**config.mk**
```make
export PLATFORM = sky130hd
export DESIGN_NAME = spike_counter_bank_flat
export DESIGN_NICKNAME = d
export VERILOG_FILES = /design/src/rtl/spike_counter_bank_pkg.sv /design/src/rtl/spike_counter_bank_if.sv /design/src/rtl/spike_counter_bank_sat_counter.sv /design/src/rtl/spike_counter_bank.sv /design/src/flat_wrapper.sv
export SDC_FILE = /design/constraint.sdc
export NUM_CORES = 1
export LEC_CHECK = 0
export BUFFER_PORTS_ARGS = -buffer_cell sky130_fd_sc_hd__buf_2
export CORE_MARGIN = 4
export CORE_UTILIZATION = 53
export DETAILED_ROUTE_END_ITERATION = 6
export PLACE_DENSITY = 0.76
export RECOVER_POWER = 50
export REMOVE_ABC_BUFFERS = 1
export SYNTH_ARGS = -nofsm -noshare
export SYNTH_HDL_FRONTEND = slang
export SYNTH_SLANG_ARGS = --single-unit
```
**constraint.sdc**
```tcl
create_clock -name clk_i -period 2.3 [get_ports clk_i]
set_input_delay 0.46 -clock clk_i [delete_from_list [all_inputs] [get_ports clk_i]]
set_output_delay 0.46 -clock clk_i [all_outputs]
set_load 0.01 [all_outputs]
```
**src/rtl/spike_counter_bank_pkg.sv**
```systemverilog
// rtl/spike_counter_bank_pkg.sv - shared class/lane sizing and counter FSM states
package snn_pkg;

  localparam int N_CLASSES = 10;
  localparam int CNT_W     = 8;
  localparam int WIN_W     = 8;

  typedef enum logic [1:0] {
    IDLE  = 2'd0,
    COUNT = 2'd1,
    DONE  = 2'd2
  } cnt_state_t;

endpackage

```
**src/rtl/spike_counter_bank_if.sv**
```systemverilog
// rtl/spike_counter_bank_if.sv - window control, spike input and result bundle
interface spike_counter_bank_if #(
  parameter int N_CLASSES = snn_pkg::N_CLASSES,
  parameter int CNT_W     = snn_pkg::CNT_W,
  parameter int WIN_W     = snn_pkg::WIN_W
);

  logic                       start_i;
  logic [WIN_W-1:0]           window_len_i;
  logic [N_CLASSES-1:0]       spike_i;
  logic [N_CLASSES*CNT_W-1:0] count_o;
  logic                       valid_o;
  logic                       busy_o;
  logic                       sat_o;

  modport master (
    output start_i, window_len_i, spike_i,
    input  count_o, valid_o, busy_o, sat_o
  );

  modport slave (
    input  start_i, window_len_i, spike_i,
    output count_o, valid_o, busy_o, sat_o
  );

endinterface

```
**src/rtl/spike_counter_bank_sat_counter.sv**
```systemverilog
// rtl/spike_counter_bank_sat_counter.sv - per-class saturating spike counter
module sat_counter #(
  parameter int CNT_W = 8
) (
  input  logic             clk_i,
  input  logic             rst_ni,
  input  logic             clr,
  input  logic             inc,
  output logic [CNT_W-1:0] q,
  output logic [CNT_W-1:0] q_next,
  output logic             sat_hit
);

  localparam logic [CNT_W-1:0] MAX_CNT = '1;

  logic [CNT_W-1:0] r_q;

  // sat_hit flags any increment that leaves the counter at full scale
  always_comb begin
    q_next  = r_q;
    sat_hit = 1'b0;
    if (clr) begin
      q_next = '0;
    end else if (inc) begin
      q_next  = (r_q == MAX_CNT) ? r_q : r_q + CNT_W'(1);
      sat_hit = (q_next == MAX_CNT);
    end
  end

  always_ff @(posedge clk_i or negedge rst_ni) begin
    if (!rst_ni) begin
      r_q <= '0;
    end else begin
      r_q <= q_next;
    end
  end

  assign q = r_q;

endmodule

```
**src/rtl/spike_counter_bank.sv**
```systemverilog
// rtl/spike_counter_bank.sv - per-class spike counting over a programmable window
module spike_counter_bank #(
  parameter int N_CLASSES = snn_pkg::N_CLASSES,
  parameter int CNT_W     = snn_pkg::CNT_W,
  parameter int WIN_W     = snn_pkg::WIN_W
) (
  input  logic                 clk_i,
  input  logic                 rst_ni,
  spike_counter_bank_if.slave  bus
);

  import snn_pkg::*;

  cnt_state_t                 r_state;
  cnt_state_t                 w_state_next;
  logic [WIN_W-1:0]           r_remaining;
  logic                       r_sat_sticky;
  logic [N_CLASSES*CNT_W-1:0] r_count;
  logic                       r_valid;
  logic                       r_busy;
  logic                       r_sat;

  logic                       w_counting;
  logic                       w_start_acc;
  logic                       w_zero_len;
  logic                       w_last;
  logic                       w_sat_any;
  logic [N_CLASSES-1:0]       w_sat_hit;
  logic [N_CLASSES*CNT_W-1:0] w_q_next;

  assign w_counting  = (r_state == COUNT);
  assign w_start_acc = bus.start_i && !w_counting;
  assign w_zero_len  = (bus.window_len_i == '0);
  assign w_last      = w_counting && (r_remaining == WIN_W'(1));
  assign w_sat_any   = |w_sat_hit;

  for (genvar k = 0; k < N_CLASSES; k++) begin : g_lane
    sat_counter #(.CNT_W(CNT_W)) u_cnt (
      .clk_i   (clk_i),
      .rst_ni  (rst_ni),
      .clr     (w_start_acc),
      .inc     (w_counting && bus.spike_i[k]),
      .q       (),
      .q_next  (w_q_next[k*CNT_W +: CNT_W]),
      .sat_hit (w_sat_hit[k])
    );
  end

  always_ff @(posedge clk_i or negedge rst_ni) begin
    if (!rst_ni) begin
      r_state <= IDLE;
    end else begin
      r_state <= w_state_next;
    end
  end

  always_comb begin
    w_state_next = r_state;
    case (r_state)
      IDLE, DONE: if (bus.start_i) w_state_next = w_zero_len ? DONE : COUNT;
      COUNT:      if (w_last) w_state_next = DONE;
      default:    w_state_next = IDLE;
    endcase
  end

  // Results latch from q_next so the final sample cycle's spikes are included
  always_ff @(posedge clk_i or negedge rst_ni) begin
    if (!rst_ni) begin
      r_remaining  <= '0;
      r_sat_sticky <= 1'b0;
      r_count      <= '0;
      r_valid      <= 1'b0;
      r_busy       <= 1'b0;
      r_sat        <= 1'b0;
    end else begin
      r_busy <= (w_state_next == COUNT);
      if (w_start_acc) begin
        r_remaining  <= bus.window_len_i;
        r_sat_sticky <= 1'b0;
        r_valid      <= w_zero_len;
        if (w_zero_len) begin
          r_count <= '0;
          r_sat   <= 1'b0;
        end
      end else if (w_counting) begin
        r_remaining  <= r_remaining - WIN_W'(1);
        r_sat_sticky <= r_sat_sticky | w_sat_any;
        if (w_last) begin
          r_count <= w_q_next;
          r_sat   <= r_sat_sticky | w_sat_any;
          r_valid <= 1'b1;
        end
      end
    end
  end

  assign bus.count_o = r_count;
  assign bus.valid_o = r_valid;
  assign bus.busy_o  = r_busy;
  assign bus.sat_o   = r_sat;

endmodule

```
**src/flat_wrapper.sv**
```systemverilog
// flat-port wrapper written by rule: the top's interface ports become plain ports
module spike_counter_bank_flat import snn_pkg::*;
#(
  parameter int N_CLASSES = snn_pkg::N_CLASSES,
  parameter int CNT_W     = snn_pkg::CNT_W,
  parameter int WIN_W     = snn_pkg::WIN_W
)
  (clk_i, rst_ni, bus_start_i, bus_window_len_i, bus_spike_i, bus_count_o, bus_valid_o, bus_busy_o, bus_sat_o);
  spike_counter_bank_if #(.N_CLASSES(N_CLASSES), .CNT_W(CNT_W), .WIN_W(WIN_W)) bus_i ();
  input  logic clk_i;
  input  logic rst_ni;
  input wire logic [$bits(bus_i.start_i)-1:0] bus_start_i;
  input wire logic [$bits(bus_i.window_len_i)-1:0] bus_window_len_i;
  input wire logic [$bits(bus_i.spike_i)-1:0] bus_spike_i;
  output wire logic [$bits(bus_i.count_o)-1:0] bus_count_o;
  output wire logic [$bits(bus_i.valid_o)-1:0] bus_valid_o;
  output wire logic [$bits(bus_i.busy_o)-1:0] bus_busy_o;
  output wire logic [$bits(bus_i.sat_o)-1:0] bus_sat_o;
  assign bus_i.start_i = bus_start_i;
  assign bus_i.window_len_i = bus_window_len_i;
  assign bus_i.spike_i = bus_spike_i;
  assign bus_count_o = bus_i.count_o;
  assign bus_valid_o = bus_i.valid_o;
  assign bus_busy_o = bus_i.busy_o;
  assign bus_sat_o = bus_i.sat_o;
  spike_counter_bank #(.N_CLASSES(N_CLASSES), .CNT_W(CNT_W), .WIN_W(WIN_W)) u_core (.clk_i(clk_i), .rst_ni(rst_ni), .bus(bus_i));
endmodule
```
==> results.sh, run 1 <==
export IMPL_cts_buffers=17
export IMPL_maxCapViolations=0
export IMPL_root_buffer="clkbuf_16"
export IMPL_cts_tree="yes"
export IMPL_synth_seq_cells=174
export IMPL_synthToLayoutAreaGrowth_pct=17.0
export IMPL_rows=47
export IMPL_start_util_pct=54.4
export IMPL_drc=0
export IMPL_cts_sinks=174
export IMPL_hold_end="u_core.r_remaining[2]"
export IMPL_fin_crit_sh_pct=95.2
export IMPL_p_per_area_nw_per_um2=1100
export IMPL_postSynthCellCount=1041
export IMPL_postPlaceCellArea_um2=10000
export IMPL_fin_area_um2=10600
export IMPL_p_clk_share_pct=26.6
export IMPL_core_area_um2=16700
export IMPL_fmax_mhz=456
export IMPL_grt_max_degree=54
export IMPL_grt_first_pass_wirelength_mm=36.8
export IMPL_cp_common_cell="nand2_1"
export IMPL_internal_power_mw=7.28
export IMPL_min_delay_start="bus_window_len_i[2]"
export IMPL_worst_slack_ns=0.109
export IMPL_gp_congestion=0.921
export IMPL_multi_input_area_um2=4440
export IMPL_rsz0062_at_grt="no"
export IMPL_relSlewSlack_pct=13.1
export IMPL_cts_buffer_depth=2
export IMPL_ir_drop_v=0.000659
export IMPL_grt_ovfl_total=0
export IMPL_viasPerCell=5.77
export IMPL_vias=7966
export IMPL_comb_power_share_pct=32.9
export IMPL_p_leak_nw=4.99
export IMPL_r2r_start="u_core.g_lane[3].u_cnt.q[1]"
export IMPL_holdPathStages=3
export IMPL_ios=104
export IMPL_synth_edf_count=0
export IMPL_status="complete, no violations"
export IMPL_hp_class="input pin to register"
export IMPL_post_synth_top_area_cell="dfrtp_1"
export IMPL_switching_share_pct=37.8
export IMPL_ys_seq_area_share_pct=47.9
export IMPL_start_kind="register"
export IMPL_cts_setup_buffers=0
export IMPL_layout_cells_non_filler=1380
export IMPL_skew_ns=0.00740
export IMPL_crit_slowest_cell="dfrtp_1"
export IMPL_dieHeight_um=139
export IMPL_required_ns=2.62
export IMPL_htreeDepth=4
export IMPL_synthArstFlopShare_pct=100
export IMPL_io_buffers=103
export IMPL_crit_fanout=9
export IMPL_wl_per_cell_um=15.7
export IMPL_antenna_found_initial=0
export IMPL_post_dp_hpwl_mm=15.4
export IMPL_max_stage_delay_ns=0.42
export IMPL_synthFlopType="dfrtp_1"
export IMPL_grt_pass1_vias=7558
export IMPL_drt_iter0_markers=815
export IMPL_synth_top_area_share_pct=47.9
export IMPL_register_area_um2=4350
export IMPL_r2r_slack_ns=0.11
export IMPL_switchingPower_mw=4.42
export IMPL_die_w_um=139
export IMPL_cp_end_kind="register"
export IMPL_cp_arrival_ns=2.51
export IMPL_final_nets=1180
export IMPL_period_needed_ns=2.19
export IMPL_syn_cell_area_um2=9090
export IMPL_drive_above_1_share_pct=14.4
export IMPL_synth_area_per_cell_um2=8.73
export IMPL_seq_power_share_pct=40.5
export IMPL_pre_cts_slack_ns=-0.00966
export IMPL_clock_latency_ns=0.43
export IMPL_p_total_mw=11.7
export IMPL_setup_tns_ns=0
export IMPL_nFillCells=1458
export IMPL_dr_pass1_iters=5
export IMPL_synth_area_leaders="dfrtp_1, nand2_1, nor2_1"
export IMPL_ys_warnings_count=0
export IMPL_insertedDiodeCount=0
export IMPL_netlist_cell_type_count=72
export IMPL_dp_cells=1347
export IMPL_tightest_slew_ns=1.30
export IMPL_clk_pin_slew_ns=0.07
export IMPL_setup_viol=0
export IMPL_wl_mm=21.7
export IMPL_ant_nets=0
export IMPL_r2r_end="u_core.bus.sat_o"
export IMPL_path_class="register to register"
export IMPL_dieArea_um2=19300
export IMPL_track_usage_pct=22.7
export IMPL_crit_chain="ha_2 -> nand2_1 -> nor3_1 -> o31a_1 -> a32o_1 -> a2111oi_4 -> nand2_1 -> a22o_1"
export IMPL_rr_worst_depth=8
export IMPL_slew_violations=0
export IMPL_hold_violations=0
worst max-delay path, delay by kind of cell, from the launching register on:
| kind | cells | cell delay [ns] |
|---|---|---|
| adders and majority gates | 1 | 0.24 |
| and+or+nand+nor | 3 | 0.31 |
| AOI/OAI and AO/OA | 4 | 1.10 |
| DFF | 1 | 0.42 |
how the worst max path moves through the flow:
stage / start / endpoint / cells past startpoint
2_1_floorplan: u_core.r_state[1] / u_core.bus.sat_o / 4
3_3_place_gp: u_core.g_lane[3].u_cnt.q[1] / u_core.bus.sat_o / 8
3_5_place_dp: u_core.g_lane[3].u_cnt.q[1] / u_core.bus.sat_o / 8
4_1_cts: u_core.g_lane[3].u_cnt.q[1] / u_core.bus.sat_o / 8
5_1_grt: u_core.g_lane[8].u_cnt.q[0] / u_core.bus.sat_o / 8
6_report: u_core.g_lane[3].u_cnt.q[1] / u_core.bus.sat_o / 8
synthesized netlist by cell type (3+ instances only):
| master | number |
|---|---|
| nand2_1 | 266 |
| dfrtp_1 | 174 |
| nor2_1 | 72 |
| a21oi_1 | 53 |
| nand3_1 | 51 |
| nor3_1 | 41 |
| buf_2 | 31 |
| o21ai_0 | 31 |
| a31oi_1 | 22 |
| inv_1 | 22 |
| clkbuf_1 | 20 |
| and2_1 | 17 |
| mux2i_1 | 16 |
| and3_1 | 15 |
| nand4_1 | 15 |
| o31ai_1 | 15 |
| a211oi_1 | 12 |
| ha_1 | 12 |
| mux2_2 | 11 |
| xor2_1 | 11 |
| o211ai_1 | 8 |
| xnor2_1 | 8 |
| buf_1 | 7 |
| nand2b_1 | 7 |
| nand3b_1 | 7 |
| and4_1 | 6 |
| nor4_1 | 6 |
| o211a_1 | 6 |
| a311oi_1 | 5 |
| a41oi_1 | 5 |
| nor2b_1 | 4 |
| or3_1 | 4 |
| a2111oi_0 | 3 |
| a32o_1 | 3 |
| a32oi_1 | 3 |
| o2111a_1 | 3 |
| o21bai_1 | 3 |
cells by family (layout without fill, tap and decap cells):
family | after synthesis | after routing | share of synthesized area [%]
buffers and inverters | 81 | 200 | 3.85
multiplexers | 29 | 29 | 3.37
AO/OA/AOI/OAI | 198 | 198 | 14.9
AND/OR/NAND/NOR | 528 | 528 | 26.5
flip-flops | 174 | 174 | 47.9
adder cells (fa/ha/maj) | 12 | 12 | 1.65
XOR/XNOR | 19 | 19 | 1.83
cells in the final DEF (no fill, tap or decap), types with 7 or more instances in the layout:
cell and instances:
mux2_2 11, o31ai_1 15, a21oi_1 52, a31oi_1 22, ha_1 8, buf_4 35
mux2i_1 16, nand3b_1 7, o211ai_1 8, nand2b_1 7, xnor2_1 8, nand4_1 15
nand2_1 266, clkbuf_1 41, and3_1 15, nor2_1 72, buf_2 63, xor2_1 11
nand3_1 51, and2_1 16, o21ai_0 31, nor3_1 40, a211oi_1 12, clkbuf_16 17
inv_1 22, dfrtp_1 174
routing by layer:
metal | track usage (%) | routed length, um | up-vias
li1 | - | - | 3888
met1 | 31.1 | 9710 | 3797
met2 | 37.0 | 10400 | 242
met3 | 3.76 | 1040 | 39
met4 | 7.78 | 486 | 0
met5 | 0 | 0 | -
repair_timing:
item / in CTS / in global routing
pin swaps: 0 / 1
hold endpoints to repair: 50 / 0
endpoints found under the setup margin: 1 / 2
hold buffers: 1 / 0
resized for setup: 1 / 8
cell type report:
type	count	share of cell area [%]
flip-flops and latches	174	40.9
repair buffers	146	7.95
clock inverters	12	1.74
well taps	220	2.59
inverters	22	0.776
clock buffers	20	4.29
multi-input cells	786	41.7
state kept, by name, indices dropped and copies added, names as in the netlist:
register	count
u_core.bus.valid_o	1
u_core.bus.sat_o	1
u_core.r_sat_sticky	1
u_core.bus.count_o	80
u_core.bus.busy_o	1
u_core.r_state	2
u_core.r_remaining	8
u_core.g_lane.u_cnt.q	80
power by group through the flow:
stage	registers, mW	logic, mW	clock network [mW]
after CTS	4.71	3.89	3.17
final	4.74	3.85	3.11
after floorplan	4.81	2.26	0
after global routing	4.86	4.36	3.31
after detailed placement	4.75	3.86	0
after global placement	4.73	3.78	0
metrics by stage:
stage,utilization [%],hold slack (ns)
2_1_floorplan,-,0.164
3_3_place_gp,60.1,0.443
3_5_place_dp,60.1,0.450
4_1_cts,64.0,0.249
5_1_grt,63.7,0.258
6_report,63.7,0.259
(Power assumes the default switching activity.)
==> run 2, diff against run 1 <==
Settings changed: BUFFER_PORTS_ARGS -buffer_cell sky130_fd_sc_hd__buf_2 to unset, CORE_MARGIN 4 to unset, CORE_UTILIZATION 53 to 58, DONT_BUFFER_PORTS set to 1.
==> results.sh, run 2 (synthesis results as in run 1) <==
export IMPL_path_class="register to register"
export IMPL_p_per_area_nw_per_um2=1110
export IMPL_rows=45
export IMPL_grt_pass1_vias=7048
export IMPL_gp_congestion=0.949
export IMPL_violations="hold timing"
export IMPL_setup_tns_ns=0
export IMPL_wl_mm=20.3
export IMPL_die_w_um=127
export IMPL_switching_share_pct=38.4
export IMPL_relSlewSlack_pct=64.9
export IMPL_vias=7500
export IMPL_p_total_mw=11.1
export IMPL_fin_area_um2=10100
export IMPL_fmax_mhz=463
export IMPL_clock_latency_ns=0.43
export IMPL_drt_iter0_markers=747
export IMPL_viasPerCell=5.92
export IMPL_dieArea_um2=16200
export IMPL_cp_arrival_ns=2.48
export IMPL_tightest_slew_ns=0.520
export IMPL_seq_power_share_pct=44.3
export IMPL_internal_power_mw=6.85
export IMPL_nFillCells=1258
export IMPL_layout_common_cells="nand2_1, dfrtp_1, nor2_1, a21oi_1, nand3_1"
export IMPL_cts_tree="yes"
export IMPL_setup_viol=0
export IMPL_track_usage_pct=26.6
export IMPL_cts_buffer_depth=2
export IMPL_root_buffer="clkbuf_16"
export IMPL_drive_above_1_share_pct=10.0
export IMPL_synthToLayoutAreaGrowth_pct=10.7
export IMPL_clk_pin_slew_ns=0.07
export IMPL_status="complete, but fails checks"
export IMPL_r2r_start="u_core.g_lane[8].u_cnt.q[0]"
export IMPL_switchingPower_mw=4.28
export IMPL_core_area_um2=15300
export IMPL_comb_power_share_pct=29.9
export IMPL_dr_wl_met2_mm=9.89
export IMPL_rsz0062_at_grt="no"
export IMPL_hold_violations=174
export IMPL_hp_class="input pin to asynchronous set/reset pin"
export IMPL_crit_slowest_cell="or4b_1"
export IMPL_dr_pass1_iters=5
export IMPL_top_layer="met4"
export IMPL_r2r_end="u_core.bus.sat_o"
export IMPL_io_buffers=0
export IMPL_hold_worst_slack_ns=-0.272
export IMPL_post_dp_hpwl_mm=13.8
export IMPL_wl_met1_mm=8.98
export IMPL_multi_input_area_um2=4440
export IMPL_drc=0
export IMPL_crit_fanout=4
export IMPL_dieHeight_um=127
export IMPL_start_util_pct=59.6
export IMPL_ir_drop_v=0.000799
export IMPL_wl_per_cell_um=16.1
export IMPL_path_buf_inv=0
export IMPL_postPlaceCellArea_um2=9420
export IMPL_cts_buffers=17
export IMPL_ant_nets=0
export IMPL_crit_family="simple AND/OR/NAND/NOR gates"
export IMPL_start_kind="register"
export IMPL_fin_crit_sh_pct=93.9
export IMPL_ios=104
export IMPL_final_nets=1075
export IMPL_register_area_um2=4350
export IMPL_p_clk_share_pct=25.8
export IMPL_cts_sinks=174
export IMPL_dr_wl_met3_mm=1.22
export IMPL_antenna_found_initial=1
export IMPL_grt_max_degree=175
export IMPL_htreeDepth=4
export IMPL_max_stage_delay_ns=0.55
export IMPL_grt_ovfl_total=0
export IMPL_maxCapViolations=0
export IMPL_crit_chain="ha_1 -> nand4_2 -> or4b_1 -> o2111ai_1 -> o31ai_1 -> a2111oi_4 -> nand2_1 -> a22o_1"
export IMPL_period_needed_ns=2.16
export IMPL_grt_first_pass_wirelength_mm=34.0
export IMPL_p_leak_nw=4.57
export IMPL_required_ns=2.62
export IMPL_skew_ns=0.00971
export IMPL_final_common_cell="nand2_1"
export IMPL_slew_violations=0
export IMPL_rr_worst_depth=8
export IMPL_r2r_slack_ns=0.14
export IMPL_cp_end_kind="register"
[run 2: how the worst max path moves through the flow]
stage | start | end | depth (start not counted)
final | u_core.g_lane[8].u_cnt.q[0] | u_core.bus.sat_o | 8
after global routing | u_core.g_lane[0].u_cnt.q[1] | u_core.bus.sat_o | 7
after CTS | u_core.g_lane[2].u_cnt.q[0] | u_core.bus.sat_o | 8
after detailed placement | u_core.g_lane[6].u_cnt.q[0] | u_core.bus.sat_o | 8
after global placement | u_core.g_lane[6].u_cnt.q[0] | u_core.bus.sat_o | 8
after floorplan | u_core.r_state[1] | u_core.bus.sat_o | 4
[run 2: what timing repair did]
action / CTS / global route
hold endpoints to repair: 174 / 174
pin swaps: 2 / 2
buffers inserted: 1 / 2
gates resized for setup: 1 / 11
endpoints found under the setup margin: 1 / 2
[run 2: layout make-up]
cell class / count / area share, %
tap: 211 / 2.62
timing repair buffer: 41 / 3.31
inverter: 22 / 0.820
antenna: 1 / 0.0249
multi-input combinational: 786 / 44.1
clock buffer: 18 / 4.26
clock inverter: 14 / 1.58
sequential: 174 / 43.3
[run 2: through the flow]
step / hold WS, ns / instances / utilization [%] / setup slack [ns]
CTS: -0.299 / 1264 / 65.6 / 0.0198
floorplan: 0.164 / 982 / - / -2.70
finish: -0.272 / 1267 / 66.0 / 0.139
global placement: 0.169 / 1231 / 61.7 / 0.0907
global route: -0.302 / 1267 / 66.0 / 0.000664
detailed placement: 0.169 / 1231 / 61.7 / -0.0226
[run 2: worst register-to-register path, delay by kind of cell, from the launching register on]
family,cells,cell delay (ns)
adder cells (fa/ha/maj),1,0.19
AND/OR/NAND/NOR,3,0.78
flip-flops,1,0.37
AO/OA/AOI/OAI,4,0.69
[run 2: metal layers]
metal | track usage (%) | vias up
met3 | 6.70 | 22
met2 | 43.7 | 241
met4 | 8.75 | 0
li1 | - | 3700
met1 | 34.6 | 3537
met5 | 0 | -
[run 2: power by group through the flow]
stage	Sequential [mW]	Clock, mW	Combinational [mW]
global placement	4.95	0	3.12
CTS	4.92	2.95	3.25
detailed placement	4.97	0	3.21
floorplan	4.81	0	2.26
finish	4.93	2.87	3.33
global route	5.06	3.06	3.79
